<file path="src/rtl/gsensor_spi_responder.sv">
// gsensor_spi_responder
//   SPI slave (4-wire, mode 3) that emulates a subset of the ADXL345 register
//   interface. An accelerometer SPI master can then be exercised against a
//   known data source. All SPI pins are oversampled on sys_clk.
// Ports
//   sys_clk, reset_n           system clock, asynchronous active-low reset
//   spi_sclk/spi_cs/spi_mosi   SPI inputs from the master (sclk idles high)
//   spi_miso, spi_miso_oe      SPI data out and its output enable
//   sample_x/y/z, sample_valid new per-axis sample with a 1-cycle strobe
//   int1                       data_ready gated by INT_ENABLE[7]
//   power_ctl, data_format     current POWER_CTL / DATA_FORMAT registers
module gsensor_spi_responder #(
  parameter logic [7:0] DEVID       = 8'hE5,
  parameter int         SYNC_STAGES = 2
) (
  input  logic        sys_clk,
  input  logic        reset_n,
  input  logic        spi_sclk,
  input  logic        spi_cs,
  input  logic        spi_mosi,
  output logic        spi_miso,
  output logic        spi_miso_oe,
  input  logic [15:0] sample_x,
  input  logic [15:0] sample_y,
  input  logic [15:0] sample_z,
  input  logic        sample_valid,
  output logic        int1,
  output logic [7:0]  power_ctl,
  output logic [7:0]  data_format
);

  localparam logic [1:0] ST_IDLE = 2'd0;
  localparam logic [1:0] ST_CMD  = 2'd1;
  localparam logic [1:0] ST_DATA = 2'd2;

  logic [SYNC_STAGES-1:0] sclk_sync, cs_sync, mosi_sync;
  logic        sclk_prev, cs_prev;
  logic        sclk_s, cs_s, mosi_s;
  logic        sclk_rise, sclk_fall, cs_rise, cs_fall;

  logic [1:0]  state;
  logic [2:0]  bit_cnt;
  logic [6:0]  shift_in;
  logic [7:0]  tx_shift;
  logic        rw, mb;
  logic [5:0]  addr;
  logic        rd_flag;

  logic [7:0]  bw_rate, int_enable;
  logic [47:0] data_shadow, pend_data;
  logic        pend_valid, data_ready;

  logic [7:0]  rx_byte, rd_data;
  logic [5:0]  load_addr;
  logic        byte_done, wr_en, data_rd_done, accept;

  // Pin synchronisers plus one extra stage for edge detection.
  always_ff @(posedge sys_clk or negedge reset_n) begin
    if (!reset_n) begin
      sclk_sync <= {SYNC_STAGES{1'b1}};
      cs_sync   <= {SYNC_STAGES{1'b1}};
      mosi_sync <= {SYNC_STAGES{1'b0}};
      sclk_prev <= 1'b1;
      cs_prev   <= 1'b1;
    end else begin
      sclk_sync <= {sclk_sync[SYNC_STAGES-2:0], spi_sclk};
      cs_sync   <= {cs_sync[SYNC_STAGES-2:0], spi_cs};
      mosi_sync <= {mosi_sync[SYNC_STAGES-2:0], spi_mosi};
      sclk_prev <= sclk_sync[SYNC_STAGES-1];
      cs_prev   <= cs_sync[SYNC_STAGES-1];
    end
  end

  assign sclk_s    = sclk_sync[SYNC_STAGES-1];
  assign cs_s      = cs_sync[SYNC_STAGES-1];
  assign mosi_s    = mosi_sync[SYNC_STAGES-1];
  assign sclk_rise = sclk_s & ~sclk_prev;
  assign sclk_fall = ~sclk_s & sclk_prev;
  assign cs_rise   = cs_s & ~cs_prev;
  assign cs_fall   = ~cs_s & cs_prev;
  assign accept    = sample_valid & power_ctl[3];

  // Byte-completion decode and the read mux for the next byte to transmit.
  always_comb begin
    rx_byte      = {shift_in, mosi_s};
    byte_done    = (state != ST_IDLE) && sclk_rise && !cs_rise && (bit_cnt == 3'd7);
    wr_en        = byte_done && (state == ST_DATA) && !rw;
    data_rd_done = byte_done && (state == ST_DATA) && rw &&
                   (addr >= 6'h32) && (addr <= 6'h37);
    // The command byte supplies the first address; later bytes step or repeat.
    if (state == ST_CMD) begin
      load_addr = rx_byte[5:0];
    end else if (mb) begin
      load_addr = addr + 6'd1;
    end else begin
      load_addr = addr;
    end
    case (load_addr)
      6'h00:   rd_data = DEVID;
      6'h2C:   rd_data = bw_rate;
      6'h2D:   rd_data = power_ctl;
      6'h2E:   rd_data = int_enable;
      6'h30:   rd_data = {data_ready, 7'b0};
      6'h31:   rd_data = data_format;
      6'h32:   rd_data = data_shadow[7:0];
      6'h33:   rd_data = data_shadow[15:8];
      6'h34:   rd_data = data_shadow[23:16];
      6'h35:   rd_data = data_shadow[31:24];
      6'h36:   rd_data = data_shadow[39:32];
      6'h37:   rd_data = data_shadow[47:40];
      default: rd_data = 8'h00;
    endcase
  end

  // SPI transaction FSM: command capture, data shifting, miso drive.
  always_ff @(posedge sys_clk or negedge reset_n) begin
    if (!reset_n) begin
      state       <= ST_IDLE;
      bit_cnt     <= 3'd0;
      shift_in    <= 7'd0;
      tx_shift    <= 8'd0;
      rw          <= 1'b0;
      mb          <= 1'b0;
      addr        <= 6'd0;
      rd_flag     <= 1'b0;
      spi_miso    <= 1'b0;
      spi_miso_oe <= 1'b0;
    end else if (cs_rise) begin
      // Any partial byte is simply dropped.
      state       <= ST_IDLE;
      bit_cnt     <= 3'd0;
      rd_flag     <= 1'b0;
      spi_miso    <= 1'b0;
      spi_miso_oe <= 1'b0;
    end else begin
      case (state)
        ST_IDLE: begin
          if (cs_fall) begin
            state   <= ST_CMD;
            bit_cnt <= 3'd0;
            rd_flag <= 1'b0;
          end
        end
        ST_CMD: begin
          if (sclk_rise) begin
            shift_in <= rx_byte[6:0];
            bit_cnt  <= bit_cnt + 3'd1;
            if (bit_cnt == 3'd7) begin
              rw    <= rx_byte[7];
              mb    <= rx_byte[6];
              addr  <= rx_byte[5:0];
              state <= ST_DATA;
              if (rx_byte[7]) begin
                tx_shift    <= rd_data;
                spi_miso_oe <= 1'b1;
              end
            end
          end
        end
        ST_DATA: begin
          if (sclk_rise) begin
            shift_in <= rx_byte[6:0];
            bit_cnt  <= bit_cnt + 3'd1;
            if (byte_done) begin
              addr <= load_addr;
              if (rw) begin
                tx_shift <= rd_data;
              end
              if (data_rd_done) begin
                rd_flag <= 1'b1;
              end
            end
          end else if (sclk_fall && rw) begin
            spi_miso <= tx_shift[7];
            tx_shift <= {tx_shift[6:0], 1'b0};
          end
        end
        default: state <= ST_IDLE;
      endcase
    end
  end

  // Register file writes, sample shadowing and the data_ready flag.
  always_ff @(posedge sys_clk or negedge reset_n) begin
    if (!reset_n) begin
      bw_rate     <= 8'h0A;
      power_ctl   <= 8'h00;
      int_enable  <= 8'h00;
      data_format <= 8'h00;
      data_shadow <= 48'd0;
      pend_data   <= 48'd0;
      pend_valid  <= 1'b0;
      data_ready  <= 1'b0;
    end else begin
      if (wr_en) begin
        case (addr)
          6'h2C:   bw_rate     <= rx_byte;
          6'h2D:   power_ctl   <= rx_byte;
          6'h2E:   int_enable  <= rx_byte;
          6'h31:   data_format <= rx_byte;
          default: ;
        endcase
      end
      if (cs_rise) begin
        // Clear for the finished read first; a fresh sample then re-sets it.
        if (rd_flag) begin
          data_ready <= 1'b0;
        end
        if (accept) begin
          data_shadow <= {sample_z, sample_y, sample_x};
          data_ready  <= 1'b1;
          pend_valid  <= 1'b0;
        end else if (pend_valid) begin
          data_shadow <= pend_data;
          data_ready  <= 1'b1;
          pend_valid  <= 1'b0;
        end
      end else if (accept) begin
        if (state == ST_IDLE) begin
          data_shadow <= {sample_z, sample_y, sample_x};
          data_ready  <= 1'b1;
        end else begin
          pend_data  <= {sample_z, sample_y, sample_x};
          pend_valid <= 1'b1;
        end
      end
    end
  end

  assign int1 = data_ready & int_enable[7];

endmodule

</file>
<file path="config.mk">
export PLATFORM = sky130hd
export DESIGN_NAME = gsensor_spi_responder
export DESIGN_NICKNAME = d
export VERILOG_FILES = /design/src/rtl/gsensor_spi_responder.sv
export SDC_FILE = /design/constraint.sdc
export NUM_CORES = 1
export LEC_CHECK = 0
export BUFFER_PORTS_ARGS = -buffer_cell sky130_fd_sc_hd__buf_4
export CORE_ASPECT_RATIO = 0.6
export CORE_MARGIN = 8
export CORE_UTILIZATION = 45
export CTS_CLUSTER_SIZE = 20
export DETAILED_ROUTE_END_ITERATION = 10
export HOLD_SLACK_MARGIN = 0.06
export PLACE_DENSITY_LB_ADDON = 0.3
export SETUP_SLACK_MARGIN = 0.05
export SLEW_MARGIN = 25
export SYNTH_ARGS = -nofsm -noshare
export SYNTH_HDL_FRONTEND = slang
export SYNTH_SLANG_ARGS = --single-unit
</file>
<file path="constraint.sdc">
create_clock -name sys_clk -period 3.6 [get_ports sys_clk]
set_input_delay 0.36 -clock sys_clk [delete_from_list [all_inputs] [get_ports sys_clk]]
set_output_delay 0.36 -clock sys_clk [all_outputs]
set_load 0.05 [all_outputs]
</file>
==> impl_metrics.tcl, run 1 <==
set metrics [dict create \
    status "complete, no violations" \
    postCtsSetupRepairBufs 0 \
    drt_iter0_markers 663 \
    grt_pass1_wl_mm 35.70 \
    synth_area_sq_mm 0.008324 \
    grt.total_usage_pct 20.00 \
    hpwlAfterDp_mm 16.31 \
    fin_ws_ns 0.4822 \
    min_from "sample_y[14]" \
    worst_slew_pin_slew_ns 0.8896 \
    ys_types 64 \
    gp_congestion 0.9220 \
    clkPwrFrac_pct 39.7 \
    placedInstanceArea_sq_mm 0.009059 \
    path_clk_slew_ns 0.07 \
    portBuffers 72 \
    drtPass1Iterations 7 \
    cp_max_fo 10 \
    syn_avg_cell_area_sq_um 11.17 \
    fin_crit_ns 3.118 \
    finalWirelength_mm 22.33 \
    post_route_cells_drive_above_1_share_pct 28.10 \
    synth.net_count 809 \
    fin_setup_tns_ns 0 \
    die_width_microns 191.6 \
    worst_setup_path_end_kind "flip-flop" \
    place_ws_ns 0.3927 \
    hold_class "input port to flip-flop" \
    seqPwrFrac_pct 45.7 \
    async_flop_share_pct 100.0 \
    ant_nets 0 \
    clock_skew_ns 0.008827 \
    viasPerCell 5.823 \
    r2r-start "addr[0]$_DFFE_PN0P_" \
    core-area_sq_mm 0.01811 \
    clock_sinks 169 \
    netlist_instances 745 \
    ys_ff_latch 169 \
    pwr-share-comb_pct 14.6 \
    r2r-end "tx_shift[7]$_DFFE_PN0P_" \
    required_ns 3.92 \
    maxCapViolations 0 \
    start_kind "flip-flop" \
    antennaDiodeCount 0 \
    synth_ff_type "dfrtp_1" \
    num_vias 6143 \
    clock-root-buffer "clkbuf_16" \
    globalRouteOverflowTotal 0 \
    r2r_setup_slack_ns 0.48 \
    die_area_sq_mm 0.02325 \
    dieHeight_microns 121.4 \
    vdd_drop_max_mv 0.3462 \
    drc 0 \
    rows 38 \
    swShare_pct 29.66 \
    ff2ff_path_depth 9 \
    stdcell_area_sq_mm 0.009686 \
    yosysWarningCount 0 \
    grt_pass1_vias 6321 \
    holdPathEnd "pend_data[30]$_DFFE_PN0P_" \
    relSlewSlack_pct 40.69 \
    min_period_over_period_pct 86.60 \
    antenna_found_initial 0 \
    p_switching_mw 1.344 \
    start_util_pct 45.95 \
    nNetsFinal 866 \
    io_pins 73 \
    cts_tree "done" \
    h-tree-depth 4 \
    synth_edf_count 0 \
    max_freq_mhz 320.7 \
    numCtsBuffers 17 \
    rsz0062_at_grt "false" \
    crit_type "flip-flop to flip-flop" \
    internal_power_mw 3.187 \
    powerDensity_mw_per_mm2 467.7 \
    clockBufferDepth 2 \
    setup_viol 0 \
    area_growth_pct 16.35 \
    drv_slew 0 \
    grt_max_degree 98 \
    drt-wirelength-per-cell_microns 21.16 \
    crit_arrival_ns 3.44 \
    clk-insertion-delay-late_ns 0.44 \
    whs_path_depth 2 \
    hold_viol 0 \
    seq_area_frac_synth_pct 50.92 \
    leakage_nw 4.581 \
    fin_util_pct 53.47 \
]
-- cell usage in the layout, fill, tap and decap left out, drive strengths merged, types with 4 or more instances in the layout --
cell type,count
nand3,10
dfstp,8
nor2,77
nand4,4
o21a,6
inv,14
o22ai,7
mux2,89
dlygate4sd3,4
dfrtp,161
clkbuf,18
nand2,44
a32o,4
and2,4
a21oi,69
mux2i,64
nand2b,4
a22o,9
nor3,6
a221oi,4
ha,10
a22oi,10
clkinv,8
nor2b,5
o31ai,8
o31a,6
o21ai,26
nand3b,5
a222oi,7
buf,85
-- layer usage --
metal  track usage (%)  vias to the layer above  part of all wire (%)  wire, microns
li1                  -                     2828                     -              -
met1             30.06                     3090                    50          11230
met2             26.96                      201                    40           9015
met3             6.228                       22                   8.1           1816
met4             5.077                        2                  0.97            216
met5             1.709                        -                  0.24             54
-- registers in the layout (all words and copies together) (netlist names), 2 cells and up --
register	cells
power_ctl	8
bw_rate	8
mosi_sync	2
shift_in	7
bit_cnt	3
state	2
sclk_sync	2
tx_shift	8
data_format	8
data_shadow	48
int_enable	8
pend_data	48
cs_sync	2
addr	6
-- cells by family after synthesis --
group / count (synthesis) / share of synthesized area (%)
xor gates and xnor gates: 1 / 0.1052
AOI/OAI and AO/OA: 174 / 13.63
muxes: 153 / 19.74
adders and majority gates: 10 / 1.503
DFF: 169 / 50.92
and+or+nand+nor: 177 / 10.48
buffers and inverters: 61 / 3.622
-- power groups by stage --
stage | Clock, mW | Combinational [mW] | Sequential, mW
2_1_floorplan | 0 | 0.488 | 2.00
3_3_place_gp | 0 | 0.634 | 2.10
3_5_place_dp | 0 | 0.645 | 2.10
4_1_cts | 1.84 | 0.652 | 2.07
5_1_grt | 1.91 | 0.720 | 2.08
6_report | 1.80 | 0.660 | 2.07
-- cell usage after synthesis, drive strengths merged (5+ instances only) --
cell type / n / area (sq um)
dfrtp: 161 / 4029
mux2: 89 / 1002
nor2: 77 / 289.0
a21oi: 69 / 349.1
mux2i: 64 / 640.6
nand2: 44 / 167.7
buf: 32 / 192.7
o21ai: 26 / 130.1
clkbuf: 19 / 71.32
a22oi: 10 / 75.07
ha: 10 / 125.1
inv: 10 / 37.54
nand3: 10 / 62.56
a22o: 9 / 78.83
dfstp: 8 / 210.2
o31ai: 8 / 60.06
a222oi: 7 / 70.07
o22ai: 7 / 43.79
nor3: 6 / 41.29
o21a: 6 / 45.04
o31a: 6 / 52.55
nand3b: 5 / 37.54
nor2b: 5 / 31.28
-- worst max-delay path: stages, from the launching register on --
cell and delay (ns):
dfrtp_1 0.60, inv_1 0.19, ha_1 0.37, nand2_1 0.09, o21a_1 0.22, o21ai_1 0.52, nor2_1 0.18, nor4_4 0.52
o31ai_1 0.17, o31a_1 0.13
-- area by class of cell --
cell class	count	area [sq um]
sequential	169	4239
timing repair buffer	89	706.9
clock buffer	18	439.2
tap	240	300.3
fill	1594	8429
clock inverter	14	141.4
multi-input combinational	515	3821
inverter	10	37.54
-- stage by stage --
stage          power [mW]  instances  hold WS, ns
6_report            4.530       1055       0.1585
5_1_grt             4.707       1055       0.1501
4_1_cts             4.554       1055       0.1457
3_5_place_dp        2.747       1019       0.3464
3_3_place_gp        2.732       1019       0.3331
2_1_floorplan       2.489        745      0.06441
-- what timing repair did --
| action | CTS | global route |
|---|---|---|
| setup endpoints to repair | 0 | 1 |
| gates resized for setup | 0 | 1 |
| hold buffers | 4 | 0 |
| hold endpoints to repair | 39 | 0 |
-- worst max path at each step --
stage                              start                       to  slack [ns]  cells past startpoint
CTS                 state[1]$_DFFE_PN0P_  tx_shift[0]$_DFFE_PN0P_        0.38                      8
finish               addr[0]$_DFFE_PN0P_  tx_shift[7]$_DFFE_PN0P_        0.48                      9
detailed placement  state[1]$_DFFE_PN0P_  tx_shift[0]$_DFFE_PN0P_        0.39                      8
global placement    state[1]$_DFFE_PN0P_  tx_shift[0]$_DFFE_PN0P_        0.41                      8
global route         addr[0]$_DFFE_PN0P_  tx_shift[2]$_DFFE_PN0P_        0.27                      9
floorplan           state[1]$_DFFE_PN0P_  tx_shift[7]$_DFFE_PN0P_        1.28                     11
No activity file was read; power rests on OpenSTA's default activity.
==> inputs of run 2 (changes only) <==
- CORE_ASPECT_RATIO: 0.6 -> 1.5
- MAX_ROUTING_LAYER: unset -> met4
==> run 2 against run 1 <==
Setup slack worse by 0.066 ns. Utilization is 0.47 points lower. Combinational power is 0.6% higher. Sequential share of layout area is 0.10 points lower. Register-to-register slack worse by 0.07 ns. Hold slack better by 0.011 ns. Design area is 0.23% higher. Global-route usage is 0.078 points lower. Critical path type unchanged. Largest cell class unchanged. Largest power group unchanged. Highest routed layer is now met4.
==> impl_metrics.tcl, run 2 (same netlist as run 1, synthesis figures left out) <==
set metrics [dict create \
    max_freq_mhz 314.0 \
    hpwlAfterDp_mm 16.09 \
    portBuffers 72 \
    status "complete, no violations" \
    antennaDiodeCount 0 \
    final_common_cell "dfrtp_1" \
    fin_ws_ns 0.4158 \
    vdd_drop_max_mv 0.2818 \
    multi_input_area_sq_mm 0.003819 \
    met3_usage_pct 2.279 \
    h-tree-depth 4 \
    stdcell_area_sq_mm 0.009708 \
    crit_type "flip-flop to flip-flop" \
    clk-insertion-delay-late_ns 0.43 \
    drt-wirelength-per-cell_microns 20.83 \
    clock_sinks 169 \
    num_vias 6005 \
    path_clk_slew_ns 0.07 \
    rsz0062_at_grt "false" \
    globalRouteOverflowTotal 0 \
    antenna_found_initial 0 \
    grt.total_usage_pct 19.92 \
    drc 0 \
    ff_latch_area_sq_mm 0.004239 \
    hold_ws_ns 0.1690 \
    drv_slew 0 \
    numCtsBuffers 17 \
    nFillCells 1628 \
    gp_congestion 0.8936 \
    hold_class "input port to flip-flop" \
    ant_nets 0 \
    cpPeakStageDelay_ns 0.68 \
    clock_skew_ns 0.006784 \
    powerDensity_mw_per_mm2 481.1 \
    grt_use_met2_pct 36.12 \
    hold_viol 0 \
    postCtsSetupRepairBufs 0 \
    post_route_cells_drive_above_1_share_pct 27.98 \
    path_common_cell "buf_4" \
    nNetsFinal 866 \
    drtPass1Iterations 5 \
    reg_top3 "data_shadow: 48 flops, pend_data: 48 flops" \
    placedInstanceArea_sq_mm 0.009037 \
    start_util_pct 45.44 \
    grt_max_degree 98 \
    fin_crit_ns 3.184 \
    rows 61 \
    viasPerCell 5.802 \
    drt_iter0_markers 399 \
    io_pins 73 \
    die_area_sq_mm 0.02320 \
    crit_arrival_ns 3.55 \
    area_growth_pct 16.62 \
    grtUsageMet1_pct 21.51 \
    dieHeight_microns 182.6 \
    grt_pass1_wl_mm 35.02 \
    top_usage_layer "met2" \
    core-area_sq_mm 0.01832 \
    cp_cell_sequence "inv_1, ha_1, buf_4, mux2i_1, buf_4, nor2_1, a222oi_1, o21ai_0, o21a_1" \
    mostFrequentLayoutCells "dfrtp_1 (161), mux2_2 (89), buf_4 (82)" \
    die_width_microns 127.1 \
    required_ns 3.97 \
    finalWirelength_mm 21.56 \
    relSlewSlack_pct 36.50 \
    worst_slew_pin_slew_ns 0.9510 \
    cts_tree "done" \
    cp_max_fo 22 \
    cpMaxStageDelayCell "nor2_1" \
    place_ws_ns 0.4657 \
    grt_pass1_vias 6422 \
    leakage_nw 4.607 \
    min_period_over_period_pct 88.45 \
    clock-root-buffer "clkbuf_16" \
    setup_viol 0 \
    clockBufferDepth 2 \
    fin_setup_tns_ns 0 \
    start_kind "flip-flop" \
    maxCapViolations 0 \
    fin_util_pct 53.00 \
    worst_setup_path_end_kind "flip-flop" \
]
-- run 2: cell types whose count changed in the layout (fill, tap and decap cells not counted) --
cell / delta
clkinv_4: -7
inv_6: +3
bufinv_16: +2
clkbuf_8: +1
ha_1: +1
ha_2: -1
inv_8: +1
-- run 2: power breakdown --
group	internal [mW]	leakage, nW	switching, mW
Clock	1.15	0.310	0.801
Sequential	1.94	2.32	0.112
Combinational	0.255	1.98	0.409
-- run 2: routing by layer --
layer	vias up	wire length, microns
li1	2828	-
met1	3021	8472
met2	124	11980
met3	32	490
met4	0	612
met5	-	0
-- run 2: cell type report --
type	instances	area share, %
Sequential cell	169	43.67
Multi-Input combinational cell	515	39.33
Timing Repair Buffer	89	7.282
Clock buffer	19	4.666
Tap cell	220	2.835
Clock inverter	13	1.830
Inverter	10	0.3866
-- run 2: repair_timing --
action	CTS	global route
endpoints found under the hold margin	79	0
hold buffers	4	0
resized for setup	0	0
-- run 2: stage by stage --
stage               std cells  power (mW)
detailed placement        999       2.749
floorplan                 745       2.489
CTS                      1035       4.711
finish                   1035       4.671
global placement          999       2.727
global route             1035       4.847
-- run 2: worst paths after layout --
check | cells after the start | from | slack, ns | endpoint
min | 2 | sample_y[6] | 0.17 | pend_data[22]$_DFFE_PN0P_
max reg2reg | 9 | state[1]$_DFFE_PN0P_ | 0.42 | tx_shift[1]$_DFFE_PN0P_
min reg2reg | 0 | cs_sync[0]$_DFF_PN1_ | 0.35 | cs_sync[1]$_DFF_PN1_
min in group asynchronous | 2 | reset_n | 0.52 | data_shadow[38]$_DFFE_PN0P_
max | 9 | state[1]$_DFFE_PN0P_ | 0.42 | tx_shift[1]$_DFFE_PN0P_
max in group asynchronous | 3 | reset_n | 2.13 | bw_rate[3]$_DFFE_PN1P_
-- run 2: worst max-delay path, delay by kind of cell (launching register included) --
family | cells | cell delay (ns)
AO/OA/AOI/OAI | 3 | 0.68
adder cells (fa/ha/maj) | 1 | 0.62
buffers and inverters | 3 | 0.64
flip-flops | 1 | 0.39
multiplexers | 1 | 0.09
AND/OR/NAND/NOR | 1 | 0.68
==> inputs of run 3 (changes only) <==
- CORE_MARGIN: 8 -> 1.5
- CTS_CLUSTER_SIZE: 20 -> 14
- clock period: 3.6 -> 3.9 ns (I/O delays scaled with it)
==> run 3 against run 2 <==
Sequential share of layout area grew 0.14 points. Design area shrank 0.32%. Clock skew grew 0.0024 ns. Die area shrank 17%. Register-to-register slack gained 0.52 ns. Cell count shrank 0.58%. Setup slack gained 0.52 ns. Critical path depth grew 1. Wire length shrank 1.0%. Clock power shrank 12%. Global-route usage grew 4.1 points.
==> impl_metrics.tcl, run 3 (same netlist as run 1, synthesis figures left out) <==
set metrics [dict create \
    status "complete, no violations" \
    globalRouteOverflowTotal 0 \
    wl_met2_mm 10.85 \
    crit_family "buffers and inverters" \
    drt-wirelength-per-cell_microns 20.73 \
    required_ns 4.27 \
    path_common_cell "buf_4" \
    clk-insertion-delay-late_ns 0.44 \
    crit_type "flip-flop to flip-flop" \
    final_common_cell "dfrtp_1" \
    clock_skew_ns 0.009161 \
    grt_pass1_wl_mm 34.09 \
    reg_top3 "data_shadow: 48 flops, pend_data: 48 flops" \
    path_clk_slew_ns 0.07 \
    finalWirelength_mm 21.34 \
    gp_congestion 0.9113 \
    ant_nets 0 \
    seqPwrFrac_pct 44.9 \
    post_route_cells_drive_above_1_share_pct 27.96 \
    p_switching_mw 1.277 \
    clock-root-buffer "clkbuf_16" \
    drc 0 \
    numCtsBuffers 17 \
    cp_max_fo 14 \
    vdd_drop_max_mv 0.2670 \
    area_growth_pct 16.25 \
    rows 60 \
    grt.total_usage_pct 24.03 \
    fin_util_pct 53.71 \
    hold_class "input port to asynchronous set/reset pin" \
    placedCellCount 993 \
    postCtsSetupRepairBufs 0 \
    fin_cells 1029 \
    max_freq_mhz 337.3 \
    crit_arrival_ns 3.34 \
    start_kind "flip-flop" \
    cts_tree "done" \
    start_util_pct 46.20 \
    internal_power_mw 2.949 \
    swShare_pct 30.21 \
    cpMaxStageDelayCell "dfrtp_1" \
    routed.top_layer "met4" \
    pwr-share-comb_pct 14.5 \
    worst_setup_path_end_kind "flip-flop" \
    clock_sinks 169 \
    viasPerCell 5.878 \
    wl_met1_mm 8.722 \
    min_period_over_period_pct 76.02 \
    relSlewSlack_pct 36.58 \
    die_area_sq_mm 0.01934 \
    drtPass1Iterations 5 \
    hpwlAfterDp_mm 15.46 \
    io_pins 73 \
    rsz0062_at_grt "false" \
    antennaDiodeCount 0 \
    cpPeakStageDelay_ns 0.59 \
    path_buf_inv 3 \
    cp_cell_sequence "inv_1, ha_1, mux2i_1, o21ai_0, buf_4, nor2_1, buf_4, a222oi_1, a21oi_1, o21a_1" \
    powerDensity_mw_per_mm2 436.7 \
    grt_max_degree 104 \
    h-tree-depth 4 \
    nNetsFinal 863 \
    antenna_found_initial 0 \
    total_power_mw 4.226 \
    portBuffers 72 \
    setup_viol 0 \
    fin_crit_ns 2.965 \
    num_vias 6048 \
    nFillCells 1545 \
    maxCapViolations 0 \
    drt_iter0_markers 377 \
    r2r_setup_slack_ns 0.94 \
    wl_met3_microns 687 \
    hold_viol 0 \
    clockBufferDepth 2 \
    fin_setup_tns_ns 0 \
    drv_slew 0 \
    die_width_microns 114.1 \
    worst_slew_pin_slew_ns 0.9513 \
    dieHeight_microns 169.6 \
    leakage_nw 4.591 \
    grt_pass1_vias 6189 \
    mostFrequentLayoutCells "dfrtp_1 (161), mux2_2 (89), buf_4 (79)" \
    clkPwrFrac_pct 40.5 \
    core-area_sq_mm 0.01802 \
]
==> run 3: cell types whose count changed in the layout (fill, tap and decap cells not counted), moves of 2 or more <==
cell / before / now
buf_4: 82 / 79
bufinv_16: 3 / 1
clkinv_4: 0 / 3
clkinv_8: 0 / 2
inv_6: 6 / 4
inv_8: 2 / 4
==> run 3: area by class of cell <==
| class | instances | area (sq um) | share of cell area, % |
|---|---|---|---|
| sequential | 169 | 4239 | 43.81 |
| multi-input combinational | 515 | 3835 | 39.63 |
| timing repair buffer | 86 | 691.9 | 7.150 |
| clock buffer | 17 | 425.4 | 4.396 |
| clock inverter | 15 | 176.4 | 1.823 |
| inverter | 10 | 37.54 | 0.3879 |
| tap | 217 | 271.5 | 2.806 |
==> run 3: path summary, 6_finish.rpt <==
path / cells past startpoint / start / endpoint
setup / recovery: 10 / addr[0]$_DFFE_PN0P_ / tx_shift[6]$_DFFE_PN0P_
hold / removal: 1 / reset_n / pend_data[42]$_DFFE_PN0P_
setup reg to reg: 10 / addr[0]$_DFFE_PN0P_ / tx_shift[6]$_DFFE_PN0P_
hold reg to reg: 0 / mosi_sync[0]$_DFF_PN0_ / mosi_sync[1]$_DFF_PN0_
max in group asynchronous: 2 / reset_n / pend_data[8]$_DFFE_PN0P_
min in group sys_clk: 2 / sample_z[4] / pend_data[36]$_DFFE_PN0P_
==> run 3: worst reg2reg max path, delay by kind of cell (launching register included) <==
family	cells	cell delay, ns
mux	1	0.14
simple gates	1	0.51
flops	1	0.59
fa+ha+maj	1	0.39
compound gates	4	0.57
buf+inv	3	0.71
==> run 3: what timing repair did <==
item,in CTS,in global routing
hold buffers,3,0
endpoints found under the hold margin,3,0
resized for setup,0,0
==> run 3: power by group through the flow <==
stage          Sequential, mW  Combinational [mW]  Clock, mW
6_report                 1.90               0.613       1.71
5_1_grt                  1.91               0.668       1.82
4_1_cts                  1.90               0.608       1.75
3_5_place_dp             1.93               0.604          0
3_3_place_gp             1.93               0.587          0
2_1_floorplan            1.85               0.451          0
==> run 3: layer usage <==
layer	up-vias	GRT usage [%]
met5	-	-
met4	0	12.88
met3	54	4.357
met2	162	39.71
met1	3005	27.72
li1	2827	-
==> run 3: per-stage QoR <==
| stage | setup slack (ns) | instance area, sq um | hold slack [ns] |
|---|---|---|---|
| finish | 0.9354 | 9677 | 0.02211 |
| global route | 0.7088 | 9677 | 0.08812 |
| CTS | 0.6519 | 9653 | 0.1017 |
| detailed placement | 0.6826 | 9021 | 0.3426 |
| global placement | 0.8140 | 9021 | 0.3375 |
| floorplan | 1.585 | 8324 | 0.09441 |
